==> config.mk <==
export PLATFORM = sky130hd
export DESIGN_NAME = hub75_scanout
export DESIGN_NICKNAME = d
export VERILOG_FILES = /design/src/rtl/hub75_pkg.sv /design/src/rtl/hub75_bcm_timer.sv /design/src/rtl/hub75_scanout.sv
export SDC_FILE = /design/constraint.sdc
export NUM_CORES = 1
export LEC_CHECK = 0
export BUFFER_PORTS_ARGS = -buffer_cell sky130_fd_sc_hd__buf_2
export CAP_MARGIN = 40
export CORE_MARGIN = 2
export CORE_UTILIZATION = 45
export DETAILED_ROUTE_END_ITERATION = 6
export GPL_ROUTABILITY_DRIVEN = 0
export GPL_TIMING_DRIVEN = 0
export PLACE_DENSITY = 0.66
export SLEW_MARGIN = 20
export SYNTH_ARGS = -nofsm -noshare
export SYNTH_HDL_FRONTEND = slang
export SYNTH_SLANG_ARGS = --single-unit
==> constraint.sdc <==
create_clock -name clk -period 4.55 [get_ports clk]
set_input_delay 0.455 -clock clk [delete_from_list [all_inputs] [get_ports clk]]
set_output_delay 0.455 -clock clk [all_outputs]
set_load 0.01 [all_outputs]
==> src/rtl/hub75_pkg.sv <==
// hub75_pkg: shared states, geometry widths and {R,G,B}
// field extractors for the HUB75 scan engine.
package hub75_pkg;

  typedef enum logic [1:0] {
    SHIFT,
    LATCH,
    DEAD,
    SHOW
  } state_e;

  // Widths for the default 64x32 panel; the top derives
  // its own from its parameters.
  localparam int unsigned DEF_WIDTH  = 64;
  localparam int unsigned DEF_HEIGHT = 32;
  localparam int unsigned ROW_BITS   = $clog2(DEF_HEIGHT / 2);
  localparam int unsigned COL_BITS   = $clog2(DEF_WIDTH);

  // w holds a zero-extended {R,G,B} word of 3*d bits.
  function automatic logic [7:0] get_r(
    input logic [23:0] w,
    input int unsigned d
  );
    logic [23:0] m;
    m = (24'd1 << d) - 24'd1;
    return 8'((w >> (2 * d)) & m);
  endfunction

  function automatic logic [7:0] get_g(
    input logic [23:0] w,
    input int unsigned d
  );
    logic [23:0] m;
    m = (24'd1 << d) - 24'd1;
    return 8'((w >> d) & m);
  endfunction

  function automatic logic [7:0] get_b(
    input logic [23:0] w,
    input int unsigned d
  );
    logic [23:0] m;
    m = (24'd1 << d) - 24'd1;
    return 8'(w & m);
  endfunction

endpackage

==> src/rtl/hub75_bcm_timer.sv <==
// hub75_bcm_timer: loadable down-counter for SHOW/DEAD.
// Ports: clk, n_reset, load_i, val_i -> done_o (last cycle).
module hub75_bcm_timer #(
  parameter int unsigned CW = 12
) (
  input  logic          clk,
  input  logic          n_reset,
  input  logic          load_i,
  input  logic [CW-1:0] val_i,
  output logic          done_o
);

  logic [CW-1:0] cnt_q;
  logic [CW-1:0] cnt_d;

  always_comb begin
    cnt_d = cnt_q;
    if (load_i) begin
      cnt_d = val_i;
    end else if (cnt_q != '0) begin
      cnt_d = cnt_q - 1'b1;
    end
  end

  always_ff @(posedge clk) begin
    if (!n_reset) begin
      cnt_q <= '0;
    end else begin
      cnt_q <= cnt_d;
    end
  end

  // High in the final cycle of a loaded interval.
  assign done_o = (cnt_q <= CW'(1));

endmodule

==> src/rtl/hub75_scanout.sv <==
// hub75_scanout: BCM scan engine, double-buffered FB -> HUB75.
// Ports: clk/n_reset, brightness, swap_req, fb_rd_* port,
// fb_select/swap_done/frame_start, hub75_* panel pins.
// Option: HUB75_DEADTIME_EN inserts DEAD after each LATCH.
module hub75_scanout
  import hub75_pkg::*;
#(
  parameter int unsigned WIDTH    = 64,
  parameter int unsigned HEIGHT   = 32,
  parameter int unsigned DEPTH    = 4,
  parameter int unsigned DEADTIME = 2
) (
  input  logic                                   clk,
  input  logic                                   n_reset,
  input  logic [7:0]                             brightness,
  input  logic                                   swap_req,
  output logic [$clog2(HEIGHT)+$clog2(WIDTH):0]  fb_rd_addr,
  input  logic [3*DEPTH-1:0]                     fb_rd_data,
  output logic                                   fb_select,
  output logic                                   swap_done,
  output logic                                   frame_start,
  output logic [1:0]                             hub75_red,
  output logic [1:0]                             hub75_green,
  output logic [1:0]                             hub75_blue,
  output logic [$clog2(HEIGHT/2)-1:0]            hub75_addr,
  output logic                                   hub75_clk,
  output logic                                   hub75_latch,
  output logic                                   hub75_oe
);

  localparam int unsigned RB = $clog2(HEIGHT / 2);
  localparam int unsigned CB = $clog2(WIDTH);
  localparam int unsigned CW = 8 + DEPTH;
`ifdef HUB75_DEADTIME_EN
  localparam bit DEAD_EN = 1'b1;
`else
  localparam bit DEAD_EN = 1'b0;
`endif
  localparam int unsigned DT = DEAD_EN ? DEADTIME : 0;

  state_e        st_q;
  state_e        nxt;
  logic          run_q;
  logic [1:0]    ph_q;
  logic [CB-1:0] col_q;
  logic [RB-1:0] row_q;
  logic [RB-1:0] addr_q;
  logic [2:0]    pl_q;
  logic          sel_q;
  logic          swap_done_q;
  logic [7:0]    bq_q;
  logic [2:0]    top_q;
  logic [1:0]    red_q;
  logic [1:0]    grn_q;
  logic [1:0]    blu_q;

  logic [23:0]   word;
  logic [7:0]    r_f;
  logic [7:0]    g_f;
  logic [7:0]    b_f;
  logic [2:0]    cur;
  logic [CW-1:0] show_len;
  logic [CW-1:0] t_val;
  logic          t_load;
  logic          t_done;
  logic          go_next;
  logic          last_col;
  logic          last_pl;
  logic          last_row;
  logic          live;

  assign word = 24'(fb_rd_data);
  assign r_f  = get_r(word, DEPTH);
  assign g_f  = get_g(word, DEPTH);
  assign b_f  = get_b(word, DEPTH);
  // Current plane's bit of the word on the read port.
  assign cur  = {r_f[pl_q], g_f[pl_q], b_f[pl_q]};

  assign show_len = CW'(bq_q) << pl_q;
  assign last_col = (col_q == CB'(WIDTH - 1));
  assign last_pl  = (pl_q == 3'(DEPTH - 1));
  assign last_row = (row_q == RB'(HEIGHT / 2 - 1));

  always_comb begin
    nxt     = st_q;
    go_next = 1'b0;
    case (st_q)
      SHIFT: begin
        if (ph_q == 2'd3 && last_col) nxt = LATCH;
      end
      LATCH: begin
        if (DT != 0) nxt = DEAD;
        else if (show_len != '0) nxt = SHOW;
        else go_next = 1'b1;
      end
      DEAD: begin
        if (t_done) begin
          if (show_len != '0) nxt = SHOW;
          else go_next = 1'b1;
        end
      end
      SHOW: begin
        if (t_done) go_next = 1'b1;
      end
      default: nxt = SHIFT;
    endcase
  end

  // LATCH loads DEAD or SHOW length; DEAD hands over to SHOW.
  assign t_load = (st_q == LATCH) || (st_q == DEAD && t_done);
  assign t_val  = (st_q == LATCH && DT != 0) ? CW'(DT) : show_len;

  hub75_bcm_timer #(
    .CW (CW)
  ) u_timer (
    .clk     (clk),
    .n_reset (n_reset),
    .load_i  (t_load),
    .val_i   (t_val),
    .done_o  (t_done)
  );

  always_ff @(posedge clk) begin
    if (!n_reset) begin
      st_q        <= SHIFT;
      run_q       <= 1'b0;
      ph_q        <= 2'd0;
      col_q       <= '0;
      row_q       <= '0;
      addr_q      <= '0;
      pl_q        <= 3'd0;
      sel_q       <= 1'b0;
      swap_done_q <= 1'b0;
      bq_q        <= 8'd0;
      top_q       <= 3'd0;
      red_q       <= 2'd0;
      grn_q       <= 2'd0;
      blu_q       <= 2'd0;
    end else if (!run_q) begin
      run_q <= 1'b1;
    end else begin
      swap_done_q <= 1'b0;
      if (frame_start) bq_q <= brightness;
      if (st_q == SHIFT) begin
        ph_q <= ph_q + 2'd1;
        if (ph_q == 2'd1) top_q <= cur;
        if (ph_q == 2'd2) begin
          red_q <= {cur[2], top_q[2]};
          grn_q <= {cur[1], top_q[1]};
          blu_q <= {cur[0], top_q[0]};
        end
        if (ph_q == 2'd3) begin
          col_q <= col_q + 1'b1;
          if (last_col) addr_q <= row_q;
        end
      end
      if (go_next) begin
        st_q <= SHIFT;
        pl_q <= last_pl ? 3'd0 : pl_q + 3'd1;
        if (last_pl) begin
          row_q <= row_q + 1'b1;
          if (last_row && swap_req) begin
            sel_q       <= ~sel_q;
            swap_done_q <= 1'b1;
          end
        end
      end else begin
        st_q <= nxt;
      end
    end
  end

  // Bottom pixel bit arrives on the read port during phase 2.
  assign live = (st_q == SHIFT) && (ph_q == 2'd2);

  assign hub75_red   = live ? {cur[2], top_q[2]} : red_q;
  assign hub75_green = live ? {cur[1], top_q[1]} : grn_q;
  assign hub75_blue  = live ? {cur[0], top_q[0]} : blu_q;
  assign hub75_addr  = addr_q;
  assign hub75_clk   = (st_q == SHIFT) && (ph_q == 2'd3);
  assign hub75_latch = (st_q == LATCH);
  assign hub75_oe    = (st_q != SHOW);
  assign fb_select   = sel_q;
  assign swap_done   = swap_done_q;
  assign fb_rd_addr  = {sel_q, ph_q == 2'd1, row_q, col_q};
  assign frame_start = run_q && (st_q == SHIFT) && (ph_q == 2'd0)
                       && (col_q == '0) && (row_q == '0)
                       && (pl_q == 3'd0);

endmodule
Yosys cells after proc, flatten, opt, wreduce, memory -nomap -nowiden
Index checks and enable logic that the tools add are counted.
{"block": "op_classes", "addsub": 5, "n_lt_le_gt_ge": 2, "eq_ne": 12, "shift": 1, "muxes": 25, "n_bitwise": 1, "reduce_logical": 30}
{"cell": "12-bit 2-to-1 mux", "count": 2}
{"cell": "12-bit nonzero test", "count": 2}
{"cell": "2-bit 2-to-1 mux", "count": 7}
{"cell": "12-bit by 1-bit less-or-equal comparator with 1-bit output (second input constant)", "count": 1}
{"cell": "3-bit AND reduction", "count": 4}
{"cell": "4-bit AND reduction", "count": 3}
{"cell": "8-bit by 3-bit left shift with 12-bit output", "count": 1}
{"cell": "12-bit by 1-bit subtractor with 12-bit output (second input constant)", "count": 1}
{"cell": "1-bit logical AND", "count": 10}
{"cell": "1-bit 2-to-1 mux", "count": 10}
{"cell": "1-bit binary-select mux with 3-bit select", "count": 3}
{"cell": "2-bit == test (second input constant)", "count": 4}
{"cell": "6-bit by 1-bit adder with 6-bit output (second input constant)", "count": 1}
{"cell": "6-bit == test (second input constant)", "count": 1}
{"cell": "6-bit zero test", "count": 1}
{"cell": "3-bit inequality test (second input constant)", "count": 2}
{"cell": "2-bit case mux with 3 select lines", "count": 1}
{"cell": "2-bit AND reduction", "count": 3}
{"cell": "4-bit by 1-bit adder with 4-bit output (second input constant)", "count": 1}
{"cell": "2-bit by 1-bit == test with 1-bit output (second input constant)", "count": 2}
{"cell": "4-bit == test (second input constant)", "count": 1}
{"cell": "2-bit zero test", "count": 2}
{"cell": "4-bit zero test", "count": 1}
{"cell": "3-bit by 4-bit < comparator with 1-bit output (second input constant)", "count": 1}
{"cell": "11 further kinds", "count": 11}
{"block": "word_totals", "ff_bits": 53, "in_bits": 23}

Longest topological paths before layout
Gate-level depths: netlist (run 1).
{"block": "logic_depth", "word_depth": 7, "ltp_mapped": 10}

Hierarchy
From an unflattened synthesis (run 1), not the netlist that was laid out.
{"block": "unflattened", "hier_cells": 401, "area_unflattened_um2": 3275.6}
{"mod": "hub75_scanout", "instances": 1, "cells_per_inst": 309, "area_per_inst_um2": 2526.2}
{"mod": "hub75_bcm_timer", "instances": 1, "cells_per_inst": 92, "area_per_inst_um2": 749.5}

Worst setup path before layout (run 1)
No wires, ideal clock.
{"block": "synth_timing", "path_kind": "register to output", "start": "register pl_q[0]", "end": "output hub75_blue[1]", "t_arrival_ns": 1.958, "required_ns": 4.095, "setup_slack_ns": 2.137, "stages_incl_launch_ff": 7, "path_buffers": 3, "cell_sequence": "dfxtp_1 > buf_2 > buf_2 > buf_1 > mux4_2 > nor2b_1 > mux2_2"}
{"block": "synth_between", "elab_chain_cells": 3}
{"element": "start: declaration", "line_no": "hub75_scanout.sv:48", "source": "logic [2:0] pl_q;"}
{"element": "start signal: assignment", "line_no": "hub75_scanout.sv:159", "source": "pl_q <= last_pl ? 3'd0 : pl_q + 3'd1;"}
{"element": "1-bit binary-select mux with 3-bit select", "line_no": "hub75_scanout.sv:77", "source": "assign cur = {r_f[pl_q], g_f[pl_q], b_f[pl_q]};"}
{"element": "1-bit 2-to-1 mux (implied by the code)", "line_no": "hub75_scanout.sv:77"}
{"element": "2-bit 2-to-1 mux", "line_no": "hub75_scanout.sv:178", "source": "assign hub75_blue = live ? {cur[0], top_q[0]} : blu_q;"}
{"element": "end: declaration", "line_no": "hub75_scanout.sv:24", "source": "output logic [1:0] hub75_blue,"}
No other way between the ends. The select of a mux whose other input is x is not followed.

Worst setup path after layout (run 1)
Same ends and word-level chain as after synthesis.

==> metrics.md, run 1 <==
| Metric | Value |
|---|---|
| Area occupied by registers | 1060 um2 |
| Fraction of layout cells with a size suffix above 1 | 0.187 |
| Endpoints failing setup | 0 |
| Hold_buf cts | 0 |
| EDFF count, synth | 0 |
| Final Hold Fails | 0 |
| Antenna Nets Post-Route | 0 |
| Ordered cell list for the critical path | buf_2 -> buf_2 -> buf_1 -> mux4_2 -> nor2b_1 -> mux2_2 -> buf_2 |
| Pwr per Cell Area | 345 nW/um2 |
| CTS Buffer Depth | 2 |
| # clock sinks | 53 |
| Peak supply drop | 0.162 mV |
| GRT overflow | 0 |
| Largest net degree at the start of global routing | 19 |
| DR vias/cell | 5.63 |
| H-tree levels | 2 |
| CP bufs+invs | 4 |
| Initial Util | 0.466 |
| Root Buffer | clkbuf_8 |
| Tcrit/Tclk final | 0.706 |
| Drt total wl | 8.07 mm |
| DRT Pass-1 Iters | 5 |
| Worst-path fanout max | 10 |
| Worst hold slack | 0.342 ns |
| Worst hold path class | in2reg |
| Row cnt | 30 |
| Main synth FF type | dfxtp_1 |
| All-Layer GR Usage | 0.219 |
| Max Clk Rate | 311 MHz |
| Fin nets | 488 |
| CP peak stage delay | 0.56 ns |
| CP max stage cell | mux4_2 |
| Critical path capture point type | output pin |
| Die H | 87.9 um |
| Area grow syn2layout | 14.8% |
| Leak Pwr | 1.45 nW |
| First-pass GRT wire length | 13.3 mm |
| Internal power | 0.795 mW |
| Post-CTS setup buffer count | 0 |
| Slew HR | 0.534 |
| Max Used Layer | met4 |
| Worst Path Class, Setup | reg2out |
| Clock tree from TritonCTS | yes |
| Crit path DAT | 2.76 ns |
| Worst-Margin Slew | 0.693 ns |
| Switching share of power | 0.365 |
| Synth Net Count | 430 |
| Setup TNS | 0 ns |
| Core Area | 6790 um2 |
| Hpwl dp | 5.93 mm |
| Area of the multi-input gates | 1920 um2 |
| Register share of total power | 0.444 |
| Num CTS Buffers | 5 |
| Total Power | 1.25 mW |
| Status | finished, final reports clean |
| Die width | 87.9 um |
| Met2 WL post-DR | 3.76 mm |
| Iter 0 DRT Violations | 137 |
| IO Port Bufs | 50 |
| Die area | 7720 um2 |
| Synth Register Bits | 53 |
| Most frequent cells in the layout | nand2_1 (54), buf_2 (54), dfxtp_1 (53), a21oi_1 (40), nor2_1 (28) |
| Gate power share | 0.327 |
| DRC Markers | 0 |
| Vias in the first global route | 2,810 |
| RSZ-0062 raised after global routing | no |
| Synthesis Warnings | 0 |
| Max-slew violations | 0 |
| Cell variety after synth | 58 |
| Antenna violations before repair | 0 |
| Avg Synthesized Cell Area | 8.10 um2 |
| Mapped cell area | 3170 um2 |
| Layout fillers | 661 |
| Min cycle time layout | 3.21 ns |
| # diodes | 0 |
| DR WL met3 | 464 um |
| Worst-path clk slew | 0.11 ns |
| M1 WL | 3.67 mm |
| Clk_skew | 0.00972 ns |
| Max Cap Viol | 0 |
| Syn Inst Count | 391 |
| Sequential area share after synthesis | 0.335 |
| Worst setup SP type | flop |
| DR vias | 3,076 |
| Critical Path Most Common Cell | buf_2 |
| WL per Instance | 14.8 um |
| Delay-heaviest family, CP | buffers and inverters |
| Worst skew pair latency | 0.33 ns |
| CP required | 4.09 ns |
| Ys async rst share | 0 |
| Resized cells post-CTS | 0 |
| Switch Pwr | 0.457 mW |
| Top Ports | 51 |
| Clock Power Share | 0.229 |
==> path summary, 6_finish.rpt <==
kind / startpoint / endpoint / slack, ns / depth (start not counted)
max: pl_q[0] / hub75_blue[1] / 1.34 / 7
min: n_reset / run_q / 0.34 / 1
max reg2reg: pl_q[1] / fb_select / 1.85 / 9
min reg2reg: blu_q[0] / blu_q[0] / 0.46 / 2
==> through the flow <==
stage               std cells   util  setup slack [ns]  cell area (um2)
floorplan                 391      -              2.14             3170
global placement          537  0.521              1.71             3540
detailed placement        537  0.521              1.71             3540
CTS                       545  0.534              1.32             3630
global route              546  0.535              1.19             3640
finish                    546  0.535              1.34             3640
==> final cells by class <==
type | instances | share of cell area
Buffer | 24 | 0.0330
Clock buffer | 5 | 0.0189
Clock inverter | 3 | 0.00688
Inverter | 17 | 0.0175
Multi-Input combinational cell | 297 | 0.529
Sequential cell | 53 | 0.292
Tap cell | 96 | 0.0330
Timing Repair Buffer | 51 | 0.0702
==> synth_stat cells (2+ instances only) <==
| cell type | n | share of area |
|---|---|---|
| o21ai_0 | 11 | 0.017 |
| o31ai_1 | 4 | 0.0095 |
| o21a_1 | 3 | 0.0071 |
| nor2_1 | 28 | 0.033 |
| and2_1 | 4 | 0.0079 |
| mux2_2 | 9 | 0.032 |
| nor4_1 | 7 | 0.014 |
| nor2b_1 | 8 | 0.016 |
| and4_1 | 2 | 0.0055 |
| inv_1 | 15 | 0.018 |
| a31oi_1 | 6 | 0.012 |
| nand3_1 | 21 | 0.033 |
| xor2_1 | 8 | 0.022 |
| a211oi_1 | 5 | 0.012 |
| a21oi_1 | 40 | 0.063 |
| or3_1 | 2 | 0.0040 |
| or4_1 | 3 | 0.0071 |
| xnor2_1 | 5 | 0.014 |
| nand2_1 | 54 | 0.064 |
| buf_2 | 3 | 0.0047 |
| mux4_2 | 3 | 0.021 |
| buf_1 | 2 | 0.0024 |
| clkbuf_1 | 15 | 0.018 |
| nor3_1 | 8 | 0.013 |
| mux2i_1 | 14 | 0.044 |
| and3_1 | 3 | 0.0059 |
| dfxtp_1 | 53 | 0.34 |
| ha_1 | 16 | 0.063 |
| nand4_1 | 5 | 0.0099 |
| nand2b_1 | 5 | 0.0099 |
| buf_4 | 2 | 0.0047 |
==> layer usage <==
metal	vias up	track usage
met4	0	0.0741
li1	1502	-
met1	1460	0.282
met5	-	0
met2	98	0.364
met3	16	0.0462
==> worst register-to-register path, stage by stage (launching register included) <==
cell	delay, ns
dfxtp_1	0.36
buf_6	0.14
buf_8	0.13
mux2_4	0.32
mux2i_1	0.32
o21a_1	0.22
o2111ai_1	0.15
o21a_2	0.32
or4_1	0.52
a21oi_1	0.15
==> cell families (layout without fill, tap and decap cells) <==
kind of cell	after synthesis	in the layout	share of synthesized area
AO/OA/AOI/OAI	84	84	0.163
XOR/XNOR	13	13	0.0360
adder cells (fa/ha/maj)	16	16	0.0632
buffers and inverters	41	100	0.0581
flip-flops	53	53	0.335
multiplexers	27	27	0.102
AND/OR/NAND/NOR	157	157	0.242
==> power groups by stage <==
stage / Clock, mW / Sequential, mW / Combinational, mW
after CTS: 0.295 / 0.555 / 0.408
after detailed placement: 0 / 0.566 / 0.406
after global routing: 0.312 / 0.562 / 0.466
after global placement: 0 / 0.563 / 0.395
after floorplan: 0 / 0.553 / 0.322
final: 0.287 / 0.557 / 0.409
==> registers in the layout (all words and copies together), names as in the netlist <==
name and cells:
run_q 1, ph_q 2, col_q 6, red_q 2, pl_q 3, row_q 4, u_timer.cnt_q 12, top_q 3
grn_q 2, st_q 2, swap_done 1, blu_q 2, hub75_addr 4, fb_select 1, bq_q 8
Note: power is estimated with default switching activity, not from simulation.
==> run 2, diff against run 1 <==
PLACE_DENSITY = 0.68   (was 0.66)
clock period = 2.7 ns   (was 4.55 ns; I/O delays follow)
==> metrics.md, run 2 (synthesis results as in run 1) <==
| Metric | Value |
|---|---|
| DR vias | 3,050 |
| Num CTS Buffers | 5 |
| All-Layer GR Usage | 0.217 |
| Antenna violations before repair | 0 |
| Crit path DAT | 2.33 ns |
| CP max stage cell | mux4_2 |
| Biggest register | u_timer.cnt_q |
| Peak supply drop | 0.225 mV |
| Worst-Margin Slew | 0.658 ns |
| Critical path capture point type | output pin |
| Layout fillers | 654 |
| H-tree levels | 2 |
| R2R Path Start | pl_q[1] |
| Die H | 87.9 um |
| Endpoints failing setup | 0 |
| Fraction of layout cells with a size suffix above 1 | 0.211 |
| DRT Pass-1 Iters | 4 |
| Root Buffer | clkbuf_8 |
| R2R Path End | fb_select |
| DRC Markers | 0 |
| Worst Path Class, Setup | reg2out |
| Pwr per Cell Area | 569 nW/um2 |
| Drt total wl | 8.03 mm |
| Worst hold slack | 0.164 ns |
| WL per Instance | 14.7 um |
| Worst-path clk slew | 0.11 ns |
| Fin nets | 489 |
| Reg2reg setup slack | 0.12 ns |
| Ordered cell list for the critical path | clkbuf_4 -> buf_4 -> buf_6 -> mux4_2 -> nor2b_1 -> mux2_2 -> buf_2 |
| Worst skew pair latency | 0.32 ns |
| Antenna Nets Post-Route | 0 |
| Area grow syn2layout | 17.3% |
| Clk_skew | 0.00983 ns |
| Max-slew violations | 0 |
| Max Clk Rate | 385 MHz |
| CP required | 2.43 ns |
| Initial Util | 0.466 |
| Leak Pwr | 1.46 nW |
| Worst setup SP type | flop |
| Status | finished, final reports clean |
| Largest net degree at the start of global routing | 18 |
| Total Power | 2.11 mW |
| Critical Path End | hub75_blue[1] |
| Min cycle time layout | 2.60 ns |
| Hpwl dp | 5.88 mm |
| Commonest non-fill, non-tap cell in the layout | nand2_1 |
| Final Hold Fails | 0 |
| CTS Buffer Depth | 2 |
| First-pass GRT wire length | 13.4 mm |
| # clock sinks | 53 |
| Tcrit/Tclk final | 0.963 |
| Row cnt | 30 |
| GRT overflow | 0 |
| R2R depth | 9 |
| Top Ports | 51 |
| CP bufs+invs | 4 |
| Worst-path fanout max | 10 |
| Iter 0 DRT Violations | 166 |
| Slew HR | 0.558 |
| Worst hold path class | in2reg |
| Max Cap Viol | 0 |
| Crit path launch | pl_q[0] |
| RSZ-0062 raised after global routing | yes |
| CP peak stage delay | 0.49 ns |
| Max FFs per register | 12 |
| Delay-heaviest family, CP | multiplexers |
| Clock tree from TritonCTS | yes |
| Setup WS pre-CTS | 0.0497 ns |
| Die area | 7720 um2 |
| Most frequent cells in the layout | nand2_1 (54), dfxtp_1 (53), buf_2 (52), a21oi_1 (40), nor2_1 (28) |
| Final WS setup | 0.101 ns |
| # diodes | 0 |
| DR vias/cell | 5.58 |
| Largest regs | u_timer.cnt_q x12, bq_q x8, col_q x6 |
| Core Area | 6790 um2 |
| WP depth | 7 |
| Hold_buf cts | 0 |
| IO Port Bufs | 50 |
| Die width | 87.9 um |
| Vias in the first global route | 2,765 |
-- run 2: worst min-delay path by stage --
| stage | start | end | slack [ns] | cells after the start |
|---|---|---|---|---|
| after global routing | n_reset | run_q | 0.15 | 1 |
| after floorplan | n_reset | run_q | 0.30 | 0 |
| after global placement | blu_q[1] | blu_q[1] | 0.44 | 2 |
| after detailed placement | blu_q[0] | blu_q[0] | 0.45 | 2 |
| final | n_reset | run_q | 0.16 | 1 |
| after CTS | n_reset | run_q | 0.15 | 1 |
-- run 2: stage by stage --
stage / setup TNS [ns] / cell area (um2) / cells / utilization
final: 0 / 3710 / 547 / 0.547
after global routing: -0.0103 / 3710 / 547 / 0.547
after CTS: 0 / 3640 / 546 / 0.536
after detailed placement: 0 / 3540 / 537 / 0.521
after global placement: 0 / 3540 / 537 / 0.521
after floorplan: 0 / 3170 / 391 / -
-- run 2: repair_timing --
item                       CTS  global route
gates resized for setup      3            14
setup endpoints to repair    2             7
pin swaps                    1             2
buffers inserted             1             0
gates cloned                 0             0
-- run 2: area by class of cell --
| type | instances | area [um2] | area share |
|---|---|---|---|
| Multi-Input combinational cell | 297 | 1980 | 0.534 |
| Inverter | 17 | 63.8 | 0.0172 |
| Clock inverter | 3 | 21.3 | 0.00573 |
| Timing Repair Buffer | 52 | 263 | 0.0708 |
| Buffer | 24 | 133 | 0.0357 |
| Sequential cell | 53 | 1060 | 0.286 |
| Clock buffer | 5 | 68.8 | 0.0185 |
| Tap cell | 96 | 120 | 0.0323 |
-- run 2: power by group --
group / internal (mW) / switching, mW / total, mW / leakage [nW]
combinational: 0.309 / 0.390 / 0.699 / 0.985
sequential: 0.857 / 0.0843 / 0.941 / 0.431
clock: 0.185 / 0.288 / 0.473 / 0.0445
total: 1.35 / 0.762 / 2.11 / 1.46
-- run 2: routing by layer --
metal / up-vias / track usage / routed length [um]
met4: 0 / 0.0587 / 119
met1: 1457 / 0.289 / 3700
met3: 10 / 0.0368 / 345
li1: 1503 / - / -
met2: 80 / 0.366 / 3870
met5: - / 0 / 0
==> run 3, diff against run 2 <==
SYNTH_HIERARCHICAL = 1   (was unset)
==> metrics.md, run 3 <==
| Metric | Value |
|---|---|
| Status | finished, final reports clean |
| Area grow syn2layout | 15.2% |
| Antenna Nets Post-Route | 0 |
| Internal power | 1.39 mW |
| Endpoints failing setup | 0 |
| Worst Path Class, Setup | reg2out |
| Hpwl dp | 5.98 mm |
| Worst hold slack | 0.180 ns |
| Tcrit/Tclk final | 0.955 |
| Fraction of layout cells with a size suffix above 1 | 0.211 |
| Layout fillers | 716 |
| Max-slew violations | 0 |
| Worst-path fanout max | 10 |
| CP required | 2.43 ns |
| # clock sinks | 53 |
| Leak Pwr | 1.52 nW |
| IO Port Bufs | 50 |
| DRC Markers | 0 |
| Root Buffer | clkbuf_8 |
| Synth Register Bits | 53 |
| Main synth FF type | dfxtp_1 |
| Biggest register | u_timer/cnt_q |
| DR vias | 3,009 |
| First-pass GRT wire length | 13.1 mm |
| Row cnt | 31 |
| CP max stage cell | mux4_2 |
| Reg2reg setup slack | 0.17 ns |
| Largest net degree at the start of global routing | 18 |
| Total Power | 2.24 mW |
| Syn Inst Count | 401 |
| Top cells by count, synth | nand2_1 (56), dfxtp_1 (53), a21oi_1 (31), nor2_1 (31), nand3_1 (23) |
| CTS Buffer Depth | 2 |
| Setup TNS | 0 ns |
| DR vias/cell | 5.38 |
| Ys async rst share | 0 |
| Vias in the first global route | 2,851 |
| Cell variety after synth | 64 |
| Clk_skew | 0.0150 ns |
| Die area | 7980 um2 |
| Mapped cell area | 3280 um2 |
| Drt total wl | 7.86 mm |
| Num CTS Buffers | 5 |
| WL per Instance | 14.1 um |
| Worst skew pair latency | 0.33 ns |
| Ordered cell list for the critical path | buf_6 -> clkbuf_4 -> mux4_2 -> nor2b_1 -> mux2_2 -> buf_2 |
| Final Hold Fails | 0 |
| # diodes | 0 |
| Crit path DAT | 2.31 ns |
| Critical path capture point type | output pin |
| DRT Pass-1 Iters | 4 |
| CP bufs+invs | 3 |
| Largest regs | u_timer/cnt_q x12, bq_q x8, col_q x6 |
| Worst-Margin Slew | 0.778 ns |
| Min cycle time layout | 2.58 ns |
| Avg Synthesized Cell Area | 8.17 um2 |
| Initial Util | 0.459 |
| Max FFs per register | 12 |
| Fin nets | 499 |
| Final core occ | 0.529 |
| Delay-heaviest family, CP | multiplexers |
| Synth top area cells | dfxtp_1 (32%), ha_1 (6.5%), nand2_1 (6.4%) |
| Synth Net Count | 441 |
| Commonest non-fill, non-tap cell in the layout | nand2_1 |
| Die H | 89.3 um |
| Clock tree from TritonCTS | yes |
| Post-Layout Cell Count | 559 |
| Iter 0 DRT Violations | 156 |
| Die width | 89.3 um |
| RSZ-0062 raised after global routing | no |
| Max Clk Rate | 388 MHz |
| EDFF count, synth | 0 |
| Placed Cells | 550 |
| CP peak stage delay | 0.51 ns |
| Core Area | 7140 um2 |
| Clock Power Share | 0.214 |
| Worst hold path class | in2reg |
| Register share of total power | 0.437 |
| Top Ports | 51 |
| Most frequent cell after synthesis | nand2_1 |
| Peak supply drop | 0.222 mV |
| GRT overflow | 0 |
| Switch Pwr | 0.845 mW |
| Most frequent cells in the layout | nand2_1 (56), dfxtp_1 (53), buf_2 (50), nor2_1 (31), a21oi_1 (31) |
| Slew HR | 0.474 |
| Antenna violations before repair | 0 |
| Max Cap Viol | 0 |
| Synthesis Warnings | 6 |
| Worst-path clk slew | 0.10 ns |
| Sequential area share after synthesis | 0.324 |
| All-Layer GR Usage | 0.205 |
| Switching share of power | 0.378 |
| Biggest area consumer among synthesized cells | dfxtp_1 |
| Top-area cell type share of the netlist area | 0.324 |
| H-tree levels | 2 |
| Pwr per Cell Area | 593 nW/um2 |
| Gate power share | 0.349 |
| Worst setup SP type | flop |
==> run 3: power by group through the flow <==
stage	Combinational, mW	Clock [mW]	Sequential (mW)
3_5_place_dp	0.736	0	0.988
2_1_floorplan	0.584	0	0.964
4_1_cts	0.763	0.485	0.971
5_1_grt	0.865	0.516	0.993
3_3_place_gp	0.725	0	0.984
6_report	0.780	0.479	0.978
==> run 3: metrics by stage <==
| stage | worst slack (ns) | cell area, um2 |
|---|---|---|
| after global routing | 0.00244 | 3770 |
| after floorplan | 0.323 | 3280 |
| after CTS | 0.0613 | 3750 |
| after detailed placement | -0.0742 | 3650 |
| final | 0.121 | 3770 |
| after global placement | -0.0290 | 3650 |
==> run 3: layer usage <==
layer / vias to the layer above / GRT usage / wire length (um)
met5: - / 0 / 0
met4: 0 / 0.0271 / 42
met3: 5 / 0.0332 / 268
met2: 56 / 0.380 / 3950
met1: 1413 / 0.255 / 3600
li1: 1535 / - / -
==> run 3: timing repair <==
action	4_1_cts	5_1_grt
endpoints found under the hold margin	0	0
endpoints found under the setup margin	6	12
resized for setup	0	6
pin swaps	2	0
setup buffers	2	0
hold buffers	0	0
==> run 3: path summary, 6_finish.rpt <==
| path | from | end | cells past startpoint |
|---|---|---|---|
| max | pl_q[0] | hub75_red[1] | 6 |
| min | brightness[3] | bq_q[3] | 3 |
| max reg2reg | pl_q[0] | row_q[3] | 9 |
| min reg2reg | red_q[0] | red_q[0] | 2 |
==> run 3: cell type report <==
type | instances | area [um2] | share of cell area
Clock buffer | 5 | 68.8 | 0.0182
Buffer | 18 | 103 | 0.0272
Timing Repair Buffer | 52 | 265 | 0.0703
Clock inverter | 3 | 21.3 | 0.00563
Inverter | 20 | 75.1 | 0.0199
Sequential cell | 53 | 1060 | 0.281
Multi-Input combinational cell | 309 | 2060 | 0.545
Tap cell | 99 | 124 | 0.0328
==> run 3: kinds of logic (layout without fill, tap and decap cells) <==
| family | Yosys count | in the layout | share of synthesized area |
|---|---|---|---|
| xor gates and xnor gates | 13 | 13 | 0.0348 |
| muxes | 30 | 30 | 0.109 |
| buffers and inverters | 39 | 98 | 0.0546 |
| adders and majority gates | 17 | 17 | 0.0649 |
| and+or+nand+nor | 168 | 168 | 0.257 |
| DFF | 53 | 53 | 0.324 |
| AOI/OAI and AO/OA | 81 | 81 | 0.156 |
==> run 3: worst register-to-register path, stage by stage (launching register included) <==
cell and delay (ns):
dfxtp_1 0.45, buf_6 0.19, clkbuf_4 0.25, mux2i_2 0.33
nand4_1 0.13, o311a_2 0.17, nor3_1 0.25, a21oi_2 0.19
or3_1 0.38, a21oi_1 0.14
